`src/rtl/demux_frame_sequencer.sv`:
```
// Frame sequencer ahead of a 1:4 demux: accepts serial frames over valid/ready, picks a channel
// (addressed or round-robin) and drives registered s1/s0/d, with per-channel frame counters.
module demux_frame_sequencer #(
    parameter int unsigned DATA_BITS  = 8,
    parameter int unsigned GAP_CYCLES = 1,
    parameter int unsigned CNT_W      = 8
) (
    input  logic               clk,
    input  logic               rst_n,
    input  logic               in_valid,
    output logic               in_ready,
    input  logic               in_sop,
    input  logic               in_bit,
    input  logic [1:0]         in_dest,
    input  logic               rr_en,
    output logic               s1,
    output logic               s0,
    output logic               d,
    output logic               frame_done,
    output logic               err,
    output logic [4*CNT_W-1:0] frame_cnt
);

    localparam int unsigned     GapW      = (GAP_CYCLES > 1) ? $clog2(GAP_CYCLES) : 1;
    localparam logic [7:0]      LastIdx   = 8'(DATA_BITS - 1);
    localparam logic [GapW-1:0] GapLast   = GapW'((GAP_CYCLES > 0) ? GAP_CYCLES - 1 : 0);
    localparam logic [CNT_W-1:0] CntMax   = '1;
    localparam bit              SingleBit = (DATA_BITS == 1);

    typedef enum logic [1:0] {StIdle, StData, StGap} state_t;

    localparam state_t EndState = (GAP_CYCLES == 0) ? StIdle : StGap;

    state_t            state_q;
    logic              ready_en_q;
    logic [1:0]        ch_q;
    logic              rr_frame_q;
    logic [1:0]        rr_ptr_q;
    logic [7:0]        bit_cnt_q;
    logic [GapW-1:0]   gap_cnt_q;
    logic              d_q;
    logic              done_q;
    logic              err_q;
    logic [CNT_W-1:0]  cnt_q [4];

    logic       xfer;
    logic       in_idle;
    logic [1:0] sop_ch;
    logic [1:0] cur_ch;
    logic       cur_rr;
    logic       complete;

    assign in_ready = ready_en_q & (state_q != StGap);
    assign xfer     = in_valid & in_ready;
    assign in_idle  = (state_q == StIdle);
    assign sop_ch   = rr_en ? rr_ptr_q : in_dest;
    // A single-bit frame completes on its sop beat, so channel/mode come straight from the inputs.
    assign cur_ch   = in_idle ? sop_ch : ch_q;
    assign cur_rr   = in_idle ? rr_en : rr_frame_q;

    always_comb begin
        complete = 1'b0;
        if (xfer) begin
            if (in_idle) begin
                complete = in_sop & SingleBit;
            end else if (state_q == StData) begin
                complete = ~in_sop & (bit_cnt_q == LastIdx);
            end
        end
    end

    always_ff @(posedge clk or negedge rst_n) begin
        if (!rst_n) begin
            state_q    <= StIdle;
            ready_en_q <= 1'b0;
            ch_q       <= 2'd0;
            rr_frame_q <= 1'b0;
            rr_ptr_q   <= 2'd0;
            bit_cnt_q  <= 8'd0;
            gap_cnt_q  <= '0;
            d_q        <= 1'b0;
            done_q     <= 1'b0;
            err_q      <= 1'b0;
            for (int i = 0; i < 4; i++) begin
                cnt_q[i] <= '0;
            end
        end else begin
            ready_en_q <= 1'b1;
            d_q        <= 1'b0;
            done_q     <= 1'b0;
            err_q      <= 1'b0;

            if (complete) begin
                done_q <= 1'b1;
                if (cnt_q[cur_ch] != CntMax) begin
                    cnt_q[cur_ch] <= cnt_q[cur_ch] + CNT_W'(1);
                end
                if (cur_rr) begin
                    rr_ptr_q <= rr_ptr_q + 2'd1;
                end
            end

            case (state_q)
                StIdle: begin
                    if (xfer && in_sop) begin
                        ch_q       <= sop_ch;
                        rr_frame_q <= rr_en;
                        d_q        <= in_bit;
                        if (SingleBit) begin
                            state_q   <= EndState;
                            bit_cnt_q <= 8'd0;
                            gap_cnt_q <= '0;
                        end else begin
                            state_q   <= StData;
                            bit_cnt_q <= 8'd1;
                        end
                    end
                end
                StData: begin
                    if (xfer) begin
                        if (in_sop) begin
                            // Unexpected sop aborts the frame; the beat itself is discarded.
                            err_q     <= 1'b1;
                            state_q   <= EndState;
                            bit_cnt_q <= 8'd0;
                            gap_cnt_q <= '0;
                        end else begin
                            d_q <= in_bit;
                            if (bit_cnt_q == LastIdx) begin
                                state_q   <= EndState;
                                bit_cnt_q <= 8'd0;
                                gap_cnt_q <= '0;
                            end else begin
                                bit_cnt_q <= bit_cnt_q + 8'd1;
                            end
                        end
                    end
                end
                StGap: begin
                    if (gap_cnt_q == GapLast) begin
                        state_q <= StIdle;
                    end else begin
                        gap_cnt_q <= gap_cnt_q + GapW'(1);
                    end
                end
                default: state_q <= StIdle;
            endcase
        end
    end

    assign s1         = ch_q[1];
    assign s0         = ch_q[0];
    assign d          = d_q;
    assign frame_done = done_q;
    assign err        = err_q;

    always_comb begin
        frame_cnt = '0;
        for (int i = 0; i < 4; i++) begin
            frame_cnt[i*CNT_W +: CNT_W] = cnt_q[i];
        end
    end

endmodule
```
`config.mk`:
```
export PLATFORM = sky130hd
export DESIGN_NAME = demux_frame_sequencer
export DESIGN_NICKNAME = d
export VERILOG_FILES = /design/src/rtl/demux_frame_sequencer.sv
export SDC_FILE = /design/constraint.sdc
export NUM_CORES = 1
export LEC_CHECK = 0
export BUFFER_PORTS_ARGS = -buffer_cell sky130_fd_sc_hd__buf_4
export CORE_ASPECT_RATIO = 0.7
export CORE_MARGIN = 2
export CORE_UTILIZATION = 25
export DETAILED_ROUTE_END_ITERATION = 12
export GPL_ROUTABILITY_DRIVEN = 1
export SYNTH_ARGS = -nofsm -noshare
export SYNTH_HDL_FRONTEND = slang
export SYNTH_SLANG_ARGS = --single-unit
```
`constraint.sdc`:
```
create_clock -name clk -period 4.25 [get_ports clk]
set_clock_uncertainty 0.2 [all_clocks]
set_input_delay 0.2125 -clock clk [delete_from_list [all_inputs] [get_ports clk]]
set_output_delay 0.2125 -clock clk [all_outputs]
set_load 0.005 [all_outputs]
```
# == After elaboration in Yosys (flattened, before gate mapping) ==
# Cells that the tools add are included.
# op_classes
order_cmp,2
eq_ne,9
add_sub_neg,4
mux,36
n_reduce_logical,11
n_bitwise,5
# ops
operator,count
8-bit two-way mux,7
32-bit bitwise mux,1
8-bit by 1-bit adder with 8-bit output (second input constant),2
8-bit binary-select mux with 2-bit select,1
8-bit demux with 2-bit select,1
8-bit one-hot mux with 2 select lines,1
1-bit two-way mux,15
2-bit two-way mux,7
8-bit by 3-bit == test with 1-bit output (second input constant),1
8-bit inequality test (second input constant),1
2-bit inequality test (second input constant),3
2-bit one-hot mux with 3 select lines,1
2-bit AND reduction,3
3-bit AND reduction,2
1-bit one-hot mux with 2 select lines,2
4-bit AND reduction,1
2-bit nonzero test,2
1-bit AND,3
3-bit greater-or-equal comparator (second input constant),1
3-bit by 1-bit less-than comparator with 1-bit output (second input constant),1
3-bit by 2-bit inequality test with 1-bit output (second input constant),1
2-bit inverter with 3-bit output,1
2-bit by 1-bit adder with 2-bit output (second input constant),1
2-bit by 1-bit == test with 1-bit output (second input constant),1
6 further kinds,7
# word_totals
out_inout_bits,38
register_bits,52

# == Logic depth before layout (Yosys ltp) ==
# Gate-level depths: netlist of run 1.
# logic_depth
ltp_word,8
mapped_depth,12

# == Worst setup path before layout of run 1 ==
# OpenSTA, ideal clock, no wires.
# synth_path
path_type,register to register
startpoint,register state_q[0]
endpoint,register cnt_q (netlist bit frame_cnt[17])
n_path_buf,1
path_stages_with_launch,13
arrival_time_ns,2.837
setup_slack_ns,1.088
path_cell_list,dfrtp_1 > nor2_4 > mux2_4 > buf_8 > mux2i_1 > mux2_2 > inv_1 > ha_1 > inv_1 > nor3_2 > nand3_4 > nand4_4 > mux2_2
# synth_between
elab_chain_len,8
word_cells_on_any_way,22
# synth_rtl
item,line,text
start: declaration,34,state_t state_q;
start signal: assignment,74,state_q <= StIdle;
start signal: assignment,110,state_q <= EndState;
start signal: assignment,114,state_q <= StData;
2-bit logical NOT,55,assign in_idle = (state_q == StIdle);
2-bit two-way mux,58,assign cur_ch = in_idle ? sop_ch : ch_q;
2-bit inverter with 3-bit output (implied by the code),"95, 96",
8-bit binary-select mux with 2-bit select (tied with other cells),"95, 96",
8-bit two-way mux (implied by the code) or 1-bit logical AND (tied branches),"95, 96",
"8-bit two-way mux, on equally long branches","95, 96",
8-bit by 1-bit adder with 8-bit output (tied with other cells),96,cnt_q[cur_ch] <= cnt_q[cur_ch] + CNT_W'(1);
32-bit bitwise mux or 2-bit AND reduction (tied branches),-,
end signal: indexed assignment,96,
end: declaration,44,logic [CNT_W-1:0] cnt_q [4];
# Several ways; a longest one is shown, not always the timed one. The select of a mux whose other input is x is not followed.
# A chain may end at the register's enable or synchronous reset.

# == Final worst setup path of run 1 ==
# layout_path
startpoint,register state_q[0]
endpoint,register cnt_q (netlist bit frame_cnt[20])
# Same word-level chain as after synthesis.

==> results of run 1 <==
## worst register-to-register path, cell delays in order (launching register included)
cell,delay (ns)
dfrtp_1,0.56
o31ai_4,0.81
a21oi_1,0.10
a32o_2,0.33
inv_1,0.07
ha_1,0.18
inv_1,0.06
nor3_2,0.33
nand3_4,0.21
nand4_4,0.26
mux2_1,0.36
## cells in the final DEF, fill, tap and decap left out, types with 3 or more instances in the layout
cell and count:
o21ai_0 11, nor2_1 7, dfrtp_1 51, buf_4 46, nand4_1 4, nor3_1 3
a32o_1 5, dlygate4sd3_1 3, mux2i_1 3, a21oi_1 16, or3_1 5, mux2_2 24
xor2_1 4, clkbuf_16 5, nand2_1 30, xnor2_1 6, inv_1 4, mux2_1 12
nand4_4 4
## state kept, by name, summed over array words and instances (netlist names)
register    count
err             1
state_q         2
rr_ptr_q        2
frame_done      1
ch_q            2
ready_en_q      1
frame_cnt      32
rr_frame_q      1
d               1
bit_cnt_q       8
## layout make-up
| class | instances | area share, % |
|---|---|---|
| Multi-Input combinational cell | 163 | 39.3 |
| Sequential cell | 51 | 38.6 |
| Timing Repair Buffer | 49 | 11.4 |
| Tap cell | 132 | 4.99 |
| Clock buffer | 6 | 4.20 |
| Clock inverter | 2 | 1.06 |
| Inverter | 4 | 0.454 |
## final timing paths
| kind | startpoint | end | depth (start not counted) |
|---|---|---|---|
| hold / removal | rr_en | rr_frame_q$_DFFE_PN0P_ | 2 |
| min in group asynchronous | rst_n | ready_en_q$_DFF_PN0_ | 2 |
| setup / recovery | state_q[0]$_DFFE_PN0P_ | frame_cnt[20]$_DFFE_PN0P_ | 10 |
| setup reg to reg | state_q[0]$_DFFE_PN0P_ | frame_cnt[20]$_DFFE_PN0P_ | 10 |
| max in group asynchronous | rst_n | ch_q[1]$_DFFE_PN0P_ | 2 |
| hold reg to reg | rr_ptr_q[1]$_DFFE_PN0P_ | rr_ptr_q[1]$_DFFE_PN0P_ | 1 |
## layer usage
| layer | vias up | share of wire [%] |
|---|---|---|
| li1 | 919 | - |
| met1 | 925 | 51 |
| met2 | 46 | 41 |
| met3 | 8 | 6.2 |
| met4 | 0 | 1.7 |
| met5 | - | 0 |
## report_power, final
group          switching (mW)  internal [mW]
registers              0.0770          0.540
logic                   0.281          0.193
clock network           0.173          0.293
## stage by stage
stage	total power [mW]	cells	setup slack [ns]	area (sq um)	utilization, %
CTS	1.57	407	0.653	3310	32.1
detailed placement	1.10	396	0.672	3100	30.1
global placement	1.09	396	0.745	3100	30.1
global route	1.65	407	0.424	3310	32.1
finish	1.56	407	0.684	3310	32.1
floorplan	0.961	224	1.09	2640	-
## logic make-up (layout without fill, tap and decap cells)
| family | after synthesis | in the layout | synth area share (%) |
|---|---|---|---|
| simple gates | 68 | 68 | 16.8 |
| other cells | 1 | 1 | 0.142 |
| xor+xnor | 10 | 10 | 3.32 |
| compound gates | 41 | 41 | 10.3 |
| mux | 41 | 41 | 17.9 |
| fa+ha+maj | 2 | 2 | 0.949 |
| flops | 51 | 51 | 48.4 |
| buf+inv | 10 | 61 | 2.23 |
==> flow_summary_export.csv, run 1 <==
group,metric,value,unit
layout,final_nets,284,
clock_tree,cts_tree,"yes",
floorplanning,io-pin-count,46,
sta,finalHoldViolCount,0,
floorplanning,fp.dieArea,11400,sq um
sta,post-route-period-util,83.9,%
yosys,ys_async_sr_fraction,100,%
yosys,synth_top_area_cell,"dfrtp_1",
sta,finalSetupViolCount,0,
layout,seq_area,1280,sq um
routing,ant_nets,0,
routing,drt_iter0_drc,139,
yosys,synth_seq_cells,51,
floorplanning,coreArea,10300,sq um
global_routing,grtUsageMet3,3.39,%
placed_design,globalplace.congestion,0.795,
clock_tree,cts_sinks,51,
layout,diodes,0,
yosys,syn_inst,224,
worst_setup_path,cp.buffers_inverters,2,
sta,rsz0062_at_grt,"false",
floorplanning,start_util,25.6,%
sta,maxSlewHeadroom,45.2,%
worst_setup_path,end_kind,"flop",
hold_path,hp-class,"primary input to flop",
yosys,syn_avg_cell_area,11.8,sq um
global_routing,gr-total-overflow,0,
layout,drive_gt1_share,33.8,%
routing,vias,1898,
global_routing,grt_pass1_wl,10000,um
sta,layout_min_cycle_time,3.57,ns
flow_run,maxCapViolations,0,
power_and_ir_drop,p_leak,1.52,nW
worst_setup_path,required,4.21,ns
yosys,ys.flop_type,"dfrtp_1",
yosys,yosysTopAreaCellShare,48.4,%
sta,finalSetupTns,0,ns
clock_tree,cts_resized,0,
worst_setup_path,crit_family,"compound AO/OA/AOI/OAI gates",
routing,drc,0,
global_routing,use_met2,15.8,%
layout,fillCellCount,1065,
clock_tree,clockBufferDepth,2,
worst_setup_path,cpMostUsedCell,"inv_1",
worst_setup_path,worst_path_max_delay_cell,"o31ai_4",
power_and_ir_drop,max-vdd-ir-drop,0.182,mV
worst_setup_path,path_cells,"o31ai_4, a21oi_1, a32o_2, inv_1, ha_1, inv_1, nor3_2, nand3_4, nand4_4, mux2_1",
floorplanning,die_x,127,um
sta,worstMarginPinSlew,0.822,ns
clock_tree,post-cts-setup-buffers,0,
worst_setup_path,crit_type,"flop to flop",
routing,viasPerCell,4.66,
worst_setup_path,rrSetupSlack,0.68,ns
global_routing,grt_max_degree,52,
floorplanning,die_h,89.9,um
global_routing,grt_pass1_vias,1876,
yosys,synth.net_count,234,
global_routing,grt_use_met1,15.9,%
yosys,seq_area_frac_synth,48.4,%
layout,areaGrowthSynthToFinish,25.4,%
floorplanning,core.rowCount,31,
global_routing,grtUsageTotal,11.0,%
worst_setup_path,start_kind,"flop",
clock_tree,clk_pin_slew_worst_paths,0.07,ns
clock_tree,numCtsBuffers,5,
sta,slew_violations,0,
worst_setup_path,slowest_delay,0.81,ns
routing,post_drt_wl_per_cell,14.8,um
routing,wirelength,6040,um
yosys,synthTopCellsByCount,"dfrtp_1 (51), nand2_1 (30), mux2_2 (24)",
sta,max_freq,280,MHz
global_routing,antenna_found_initial,0,
placed_design,place_hpwl,4310,um
worst_setup_path,cp_max_fo,16,
sta,hold_ws,0.0174,ns
power_and_ir_drop,p_per_area,471,nW/um^2
clock_tree,holdBufCountCts,3,
clock_tree,worstSkewPairLatency,0.29,ns
placed_design,portBuffers,45,
global_routing,grt.busiest_layer,"met1",
yosys,ys_types,43,
run_status,status,"finished, final reports clean",
routing,first_pass_iters,4,
clock_tree,cts_root_buf,"clkbuf_16",
yosys,synth_most_common_cell,"dfrtp_1",
layout,multi_input_area,1300,sq um
worst_setup_path,worstPathArrival,3.53,ns
yosys,yosys_warnings,0,
yosys,synth.cell_area,2640,sq um
yosys,synth-edff-count,0,
yosys,synthTopCellsByArea,"dfrtp_1 (48%), mux2_2 (10%), mux2_1 (5.1%), nand2_1 (4.3%), nand4_4 (3.2%)",
clock_tree,htree_levels,2,
Note: power is estimated with default switching activity, not from simulation.
==> inputs of run 2 (changes only) <==
==> constraint.sdc (replaced) <==
create_clock -name clk -period 2.95 [get_ports clk]
set_clock_uncertainty 0.2 [all_clocks]
set_input_delay 0.1475 -clock clk [delete_from_list [all_inputs] [get_ports clk]]
set_output_delay 0.1475 -clock clk [all_outputs]
set_load 0.005 [all_outputs]
==> flow_summary_export.csv, run 2 (synthesized netlist as in run 1, its figures left out) <==
group,metric,value,unit
run_status,status,"finished, final reports clean",
global_routing,grt_max_degree,52,
layout,areaGrowthSynthToFinish,38.8,%
layout,layout_common_cells,"buf_4 (62), dfrtp_1 (50), nand2_1 (30)",
sta,layout_min_cycle_time,2.86,ns
floorplanning,die_h,89.9,um
floorplanning,io-pin-count,46,
worst_setup_path,rrSetupSlack,0.09,ns
clock_tree,cts_sinks,51,
layout,final_nets,306,
sta,maxSlewHeadroom,56.3,%
power_and_ir_drop,p_per_area,684,nW/um^2
routing,drc,0,
global_routing,grt_pass1_vias,2042,
hold_path,holdPathEnd,"ch_q[1]$_DFFE_PN0P_",
sta,slew_violations,0,
routing,vias,1989,
sta,finalHoldViolCount,0,
worst_setup_path,slowest_delay,0.41,ns
routing,viasPerCell,4.64,
global_routing,gr-total-overflow,0,
clock_tree,clockBufferDepth,2,
worst_setup_path,cp_max_fo,8,
clock_tree,cts_tree,"yes",
clock_tree,numCtsBuffers,5,
floorplanning,fp.dieArea,11400,sq um
layout,largest_reg_flops,32,
routing,ant_nets,0,
sta,hold_ws,0.0136,ns
flow_run,maxCapViolations,0,
floorplanning,core.rowCount,31,
clock_tree,worstSkewPairLatency,0.29,ns
placed_design,portBuffers,45,
sta,max_freq,350,MHz
hold_path,hp-class,"primary input to flop",
global_routing,grt_pass1_wl,10700,um
power_and_ir_drop,p_leak,1.74,nW
power_and_ir_drop,max-vdd-ir-drop,0.361,mV
sta,post-route-period-util,96.9,%
layout,diodes,0,
hold_path,min_from,"in_dest[1]",
worst_setup_path,r2r_cells,12,
worst_setup_path,path_cells,"nor2_4, mux2_4, mux2i_1, mux2_4, inv_2, ha_4, inv_2, nor3_4, nand3_4, nand4_4, buf_12, mux2_4",
layout,layout_commonest_cell,"buf_4",
layout,drive_gt1_share,42.8,%
worst_setup_path,start_kind,"flop",
global_routing,grtUsageTotal,11.8,%
worst_setup_path,reg2reg_to,"frame_cnt[25]$_DFFE_PN0P_",
worst_setup_path,cpMostUsedCell,"mux2_4",
routing,drt_iter0_drc,87,
floorplanning,coreArea,10300,sq um
routing,wirelength,6330,um
placed_design,place_hpwl,4520,um
sta,fin_ws,0.0917,ns
worst_setup_path,rr_startpoint,"state_q[1]$_DFFE_PN0P_",
worst_setup_path,crit_type,"flop to flop",
sta,rsz0062_at_grt,"true",
clock_tree,clk_pin_slew_worst_paths,0.07,ns
placed_design,dp_slack,-0.0185,ns
floorplanning,die_x,127,um
sta,worstMarginPinSlew,0.656,ns
placed_design,globalplace.congestion,0.788,
worst_setup_path,end_kind,"flop",
clock_tree,htree_levels,2,
worst_setup_path,worst_path_max_delay_cell,"dfrtp_1",
worst_setup_path,worstPathArrival,2.83,ns
routing,first_pass_iters,4,
routing,post_drt_wl_per_cell,14.7,um
clock_tree,cts_root_buf,"clkbuf_16",
global_routing,antenna_found_initial,0,
worst_setup_path,required,2.92,ns
hold_path,holdPathStages,3,
sta,finalSetupViolCount,0,
floorplanning,start_util,25.6,%
==> run 2: cell types whose count changed in the layout (fill, tap and decap cells not counted), moves of 3 or more <==
cell / delta
buf_12: +3
buf_4: +16
inv_1: -3
inv_2: +3
mux2_1: -6
mux2_2: -17
mux2_4: +23
==> run 2: what timing repair did <==
item                                    in CTS  in global routing
setup buffers                                3                  3
endpoints found under the setup margin      13                 32
endpoints found under the hold margin       57                  0
pin swaps                                    4                  6
gates cloned                                 0                  0
hold buffers                                 5                  0
resized for setup                           16                 14
==> run 2: layer usage <==
layer	share of wire [%]	track usage, %	up-vias	wire length [um]
met3	2.8	2.38	4	178
li1	-	-	954	-
met2	45	17.4	36	2870
met1	50	17.5	995	3190
met5	0	0	-	0
met4	1.4	3.39	0	88
==> run 2: area by class of cell <==
type / instances / area, sq um
well taps: 132 / 165
multi-input cells: 163 / 1420
clock inverters: 3 / 67.6
fillers: 1007 / 6660
repair buffers: 71 / 587
inverters: 4 / 15.0
clock buffers: 5 / 125
flip-flops and latches: 51 / 1280
==> run 2: power breakdown <==
| part | switching, mW | total (mW) | internal [mW] |
|---|---|---|---|
| clock network | 0.253 | 0.739 | 0.486 |
| registers | 0.0857 | 0.865 | 0.779 |
| logic | 0.476 | 0.900 | 0.424 |
| total | 0.815 | 2.50 | 1.69 |
==> run 2: worst max path at each step <==
stage | startpoint | endpoint | slack, ns | cells past startpoint
CTS | state_q[0]$_DFFE_PN0P_ | frame_cnt[24]$_DFFE_PN0P_ | -0.006 | 11
detailed placement | rr_ptr_q[0]$_DFFE_PN0P_ | frame_cnt[22]$_DFFE_PN0P_ | -0.02 | 12
floorplan | state_q[1]$_DFFE_PN0P_ | frame_cnt[17]$_DFFE_PN0P_ | -0.02 | 12
global placement | rr_ptr_q[0]$_DFFE_PN0P_ | frame_cnt[24]$_DFFE_PN0P_ | 0.06 | 12
global route | state_q[1]$_DFFE_PN0P_ | frame_cnt[25]$_DFFE_PN0P_ | -0.04 | 12
finish | state_q[1]$_DFFE_PN0P_ | frame_cnt[25]$_DFFE_PN0P_ | 0.09 | 12
==> run 2: critical path, delay by kind of cell (launching register included) <==
| family | cells | cell delay (ns) |
|---|---|---|
| AND/OR/NAND/NOR | 4 | 0.66 |
| adder cells (fa/ha/maj) | 1 | 0.13 |
| flip-flops | 1 | 0.41 |
| multiplexers | 4 | 1.06 |
| buffers and inverters | 3 | 0.26 |
==> run 2: per-stage QoR <==
| stage | utilization (%) | setup TNS, ns | area [sq um] | power (mW) | instances |
|---|---|---|---|---|---|
| final | 35.5 | 0 | 3660 | 2.50 | 429 |
| after CTS | 34.6 | -0.00954 | 3570 | 2.51 | 426 |
| after global routing | 35.5 | -0.586 | 3660 | 2.65 | 429 |
| after detailed placement | 31.5 | -0.0494 | 3250 | 1.72 | 410 |
| after floorplan | - | -0.346 | 2650 | 1.39 | 224 |
| after global placement | 31.5 | 0 | 3250 | 1.70 | 410 |
==> inputs of run 3 (changes only) <==
--- a/config.mk
+++ b/config.mk
@@ -11,6 +11,7 @@
 export CORE_UTILIZATION = 25
 export DETAILED_ROUTE_END_ITERATION = 12
 export GPL_ROUTABILITY_DRIVEN = 1
+export RECOVER_POWER = 50
 export SYNTH_ARGS = -nofsm -noshare
 export SYNTH_HDL_FRONTEND = slang
 export SYNTH_SLANG_ARGS = --single-unit
==> flow_summary_export.csv, run 3 (synthesized netlist as in run 1, its figures left out) <==
group,metric,value,unit
run_status,status,"finished, final reports clean",
global_routing,grt_max_degree,52,
global_routing,use_met2,17.4,%
worst_setup_path,crit_type,"flop to flop",
power_and_ir_drop,p_leak,1.70,nW
global_routing,grt.busiest_layer,"met1",
floorplanning,die_h,89.9,um
worst_setup_path,end_kind,"flop",
power_and_ir_drop,p_int,1.68,mW
global_routing,grt_pass1_wl,10700,um
layout,fillCellCount,1010,
sta,post-route-period-util,97.0,%
power_and_ir_drop,p_clk_share,29.6,%
layout,largest_reg_flops,32,
worst_setup_path,cp_max_fo,8,
routing,vias,2004,
routing,drt_iter0_drc,96,
floorplanning,coreArea,10300,sq um
layout,diodes,0,
sta,worstMarginPinSlew,1.28,ns
floorplanning,core.rowCount,31,
placed_design,portBuffers,45,
clock_tree,clk_pin_slew_worst_paths,0.07,ns
sta,layout_min_cycle_time,2.86,ns
hold_path,hp-class,"primary input to flop",
routing,drc,0,
worst_setup_path,start_kind,"flop",
clock_tree,clockBufferDepth,2,
placed_design,place_hpwl,4520,um
layout,final_cell_area,3630,sq um
layout,final_nets,306,
placed_design,post_dp_cell_area,3250,sq um
sta,slew_violations,0,
layout,areaGrowthSynthToFinish,37.7,%
global_routing,grt_use_met1,17.5,%
layout,utilization,35.2,%
global_routing,grtUsageMet3,2.38,%
clock_tree,numCtsBuffers,5,
routing,first_pass_iters,4,
sta,rsz0062_at_grt,"true",
floorplanning,die_x,127,um
power_and_ir_drop,p_per_area,688,nW/um^2
routing,ant_nets,0,
global_routing,antenna_found_initial,0,
layout,layout_common_cells,"dfrtp_1 (50), buf_4 (32), nand2_1 (30)",
clock_tree,htree_levels,2,
power_and_ir_drop,swShare,32.6,%
clock_tree,cts_tree,"yes",
clock_tree,cts_root_buf,"clkbuf_16",
sta,maxSlewHeadroom,14.5,%
routing,post_drt_wl_per_cell,14.7,um
placed_design,placed_cells,410,
clock_tree,worstSkewPairLatency,0.29,ns
global_routing,gr-total-overflow,0,
worst_setup_path,required,2.92,ns
sta,max_freq,349,MHz
sta,finalSetupViolCount,0,
layout,layout_commonest_cell,"dfrtp_1",
global_routing,grt_pass1_vias,2042,
power_and_ir_drop,p_sw,0.814,mW
power_and_ir_drop,seq_power_share,34.6,%
worst_setup_path,worstPathArrival,2.83,ns
layout,drive_gt1_share,40.4,%
layout,fin_cells,429,
layout,multi_input_area,1420,sq um
floorplanning,start_util,25.6,%
clock_tree,cts_sinks,51,
global_routing,grtUsageTotal,11.8,%
flow_run,maxCapViolations,0,
floorplanning,io-pin-count,46,
layout,seq_area,1280,sq um
sta,finalHoldViolCount,0,
power_and_ir_drop,combPwrFrac,35.8,%
placed_design,globalplace.congestion,0.788,
routing,viasPerCell,4.67,
routing,wirelength,6310,um
power_and_ir_drop,max-vdd-ir-drop,0.361,mV
floorplanning,fp.dieArea,11400,sq um
-- run 3: final timing paths --
check	start	end	slack, ns	depth (start not counted)
max	state_q[1]$_DFFE_PN0P_	frame_cnt[25]$_DFFE_PN0P_	0.09	12
min in group asynchronous	rst_n	frame_cnt[23]$_DFFE_PN0P_	0.46	2
min	in_dest[1]	ch_q[1]$_DFFE_PN0P_	0.01	3
max reg2reg	state_q[1]$_DFFE_PN0P_	frame_cnt[25]$_DFFE_PN0P_	0.09	12
min reg2reg	rr_ptr_q[1]$_DFFE_PN0P_	rr_ptr_q[1]$_DFFE_PN0P_	0.30	1
max in group asynchronous	rst_n	state_q[0]$_DFFE_PN0P_	1.21	2
-- run 3: power groups by stage --
stage	registers [mW]	logic, mW	clock network, mW
finish	0.864	0.894	0.739
global route	0.878	0.978	0.788
CTS	0.864	0.887	0.759
detailed placement	0.880	0.836	0
global placement	0.875	0.824	0
floorplan	0.866	0.526	0
-- run 3: routing by layer --
layer / vias to the layer above / share of wire, % / wire length (um)
li1: 955 / - / -
met1: 1005 / 50 / 3170
met2: 40 / 45 / 2860
met3: 4 / 3.0 / 187
met4: 0 / 1.4 / 88
met5: - / 0 / 0
-- run 3: timing repair --
item / 4_1_cts / 5_1_grt
hold buffers: 5 / 0
gates resized for setup: 16 / 14
setup endpoints to repair: 13 / 32
endpoints found under the hold margin: 57 / 0
pin swaps: 4 / 6
buffers inserted: 3 / 3
-- run 3: cell type report --
cell class	count	share of cell area, %
multi-input combinational	163	39.2
inverter	4	0.414
clock inverter	3	1.86
clock buffer	5	3.45
timing repair buffer	71	15.4
sequential	51	35.2
tap	132	4.55
-- run 3: through the flow --
| stage | power (mW) | TNS, ns | setup slack [ns] | hold slack (ns) |
|---|---|---|---|---|
| finish | 2.50 | 0 | 0.0874 | 0.0138 |
| global route | 2.64 | -0.586 | -0.0438 | 0.0367 |
| CTS | 2.51 | -0.00954 | -0.00612 | 0.00912 |
| detailed placement | 1.72 | -0.0494 | -0.0185 | 0.0273 |
| global placement | 1.70 | 0 | 0.0612 | 0.0237 |
| floorplan | 1.39 | -0.346 | -0.0161 | -0.348 |
-- run 3: worst max-delay path, stage by stage, from the launching register on --
cell and delay, ns:
dfrtp_1 0.41, nor2_4 0.21, mux2_4 0.35, mux2i_1 0.12
mux2_4 0.28, inv_2 0.07, ha_4 0.13, inv_2 0.04
nor3_4 0.17, nand3_4 0.17, nand4_4 0.11, buf_12 0.15
mux2_4 0.31
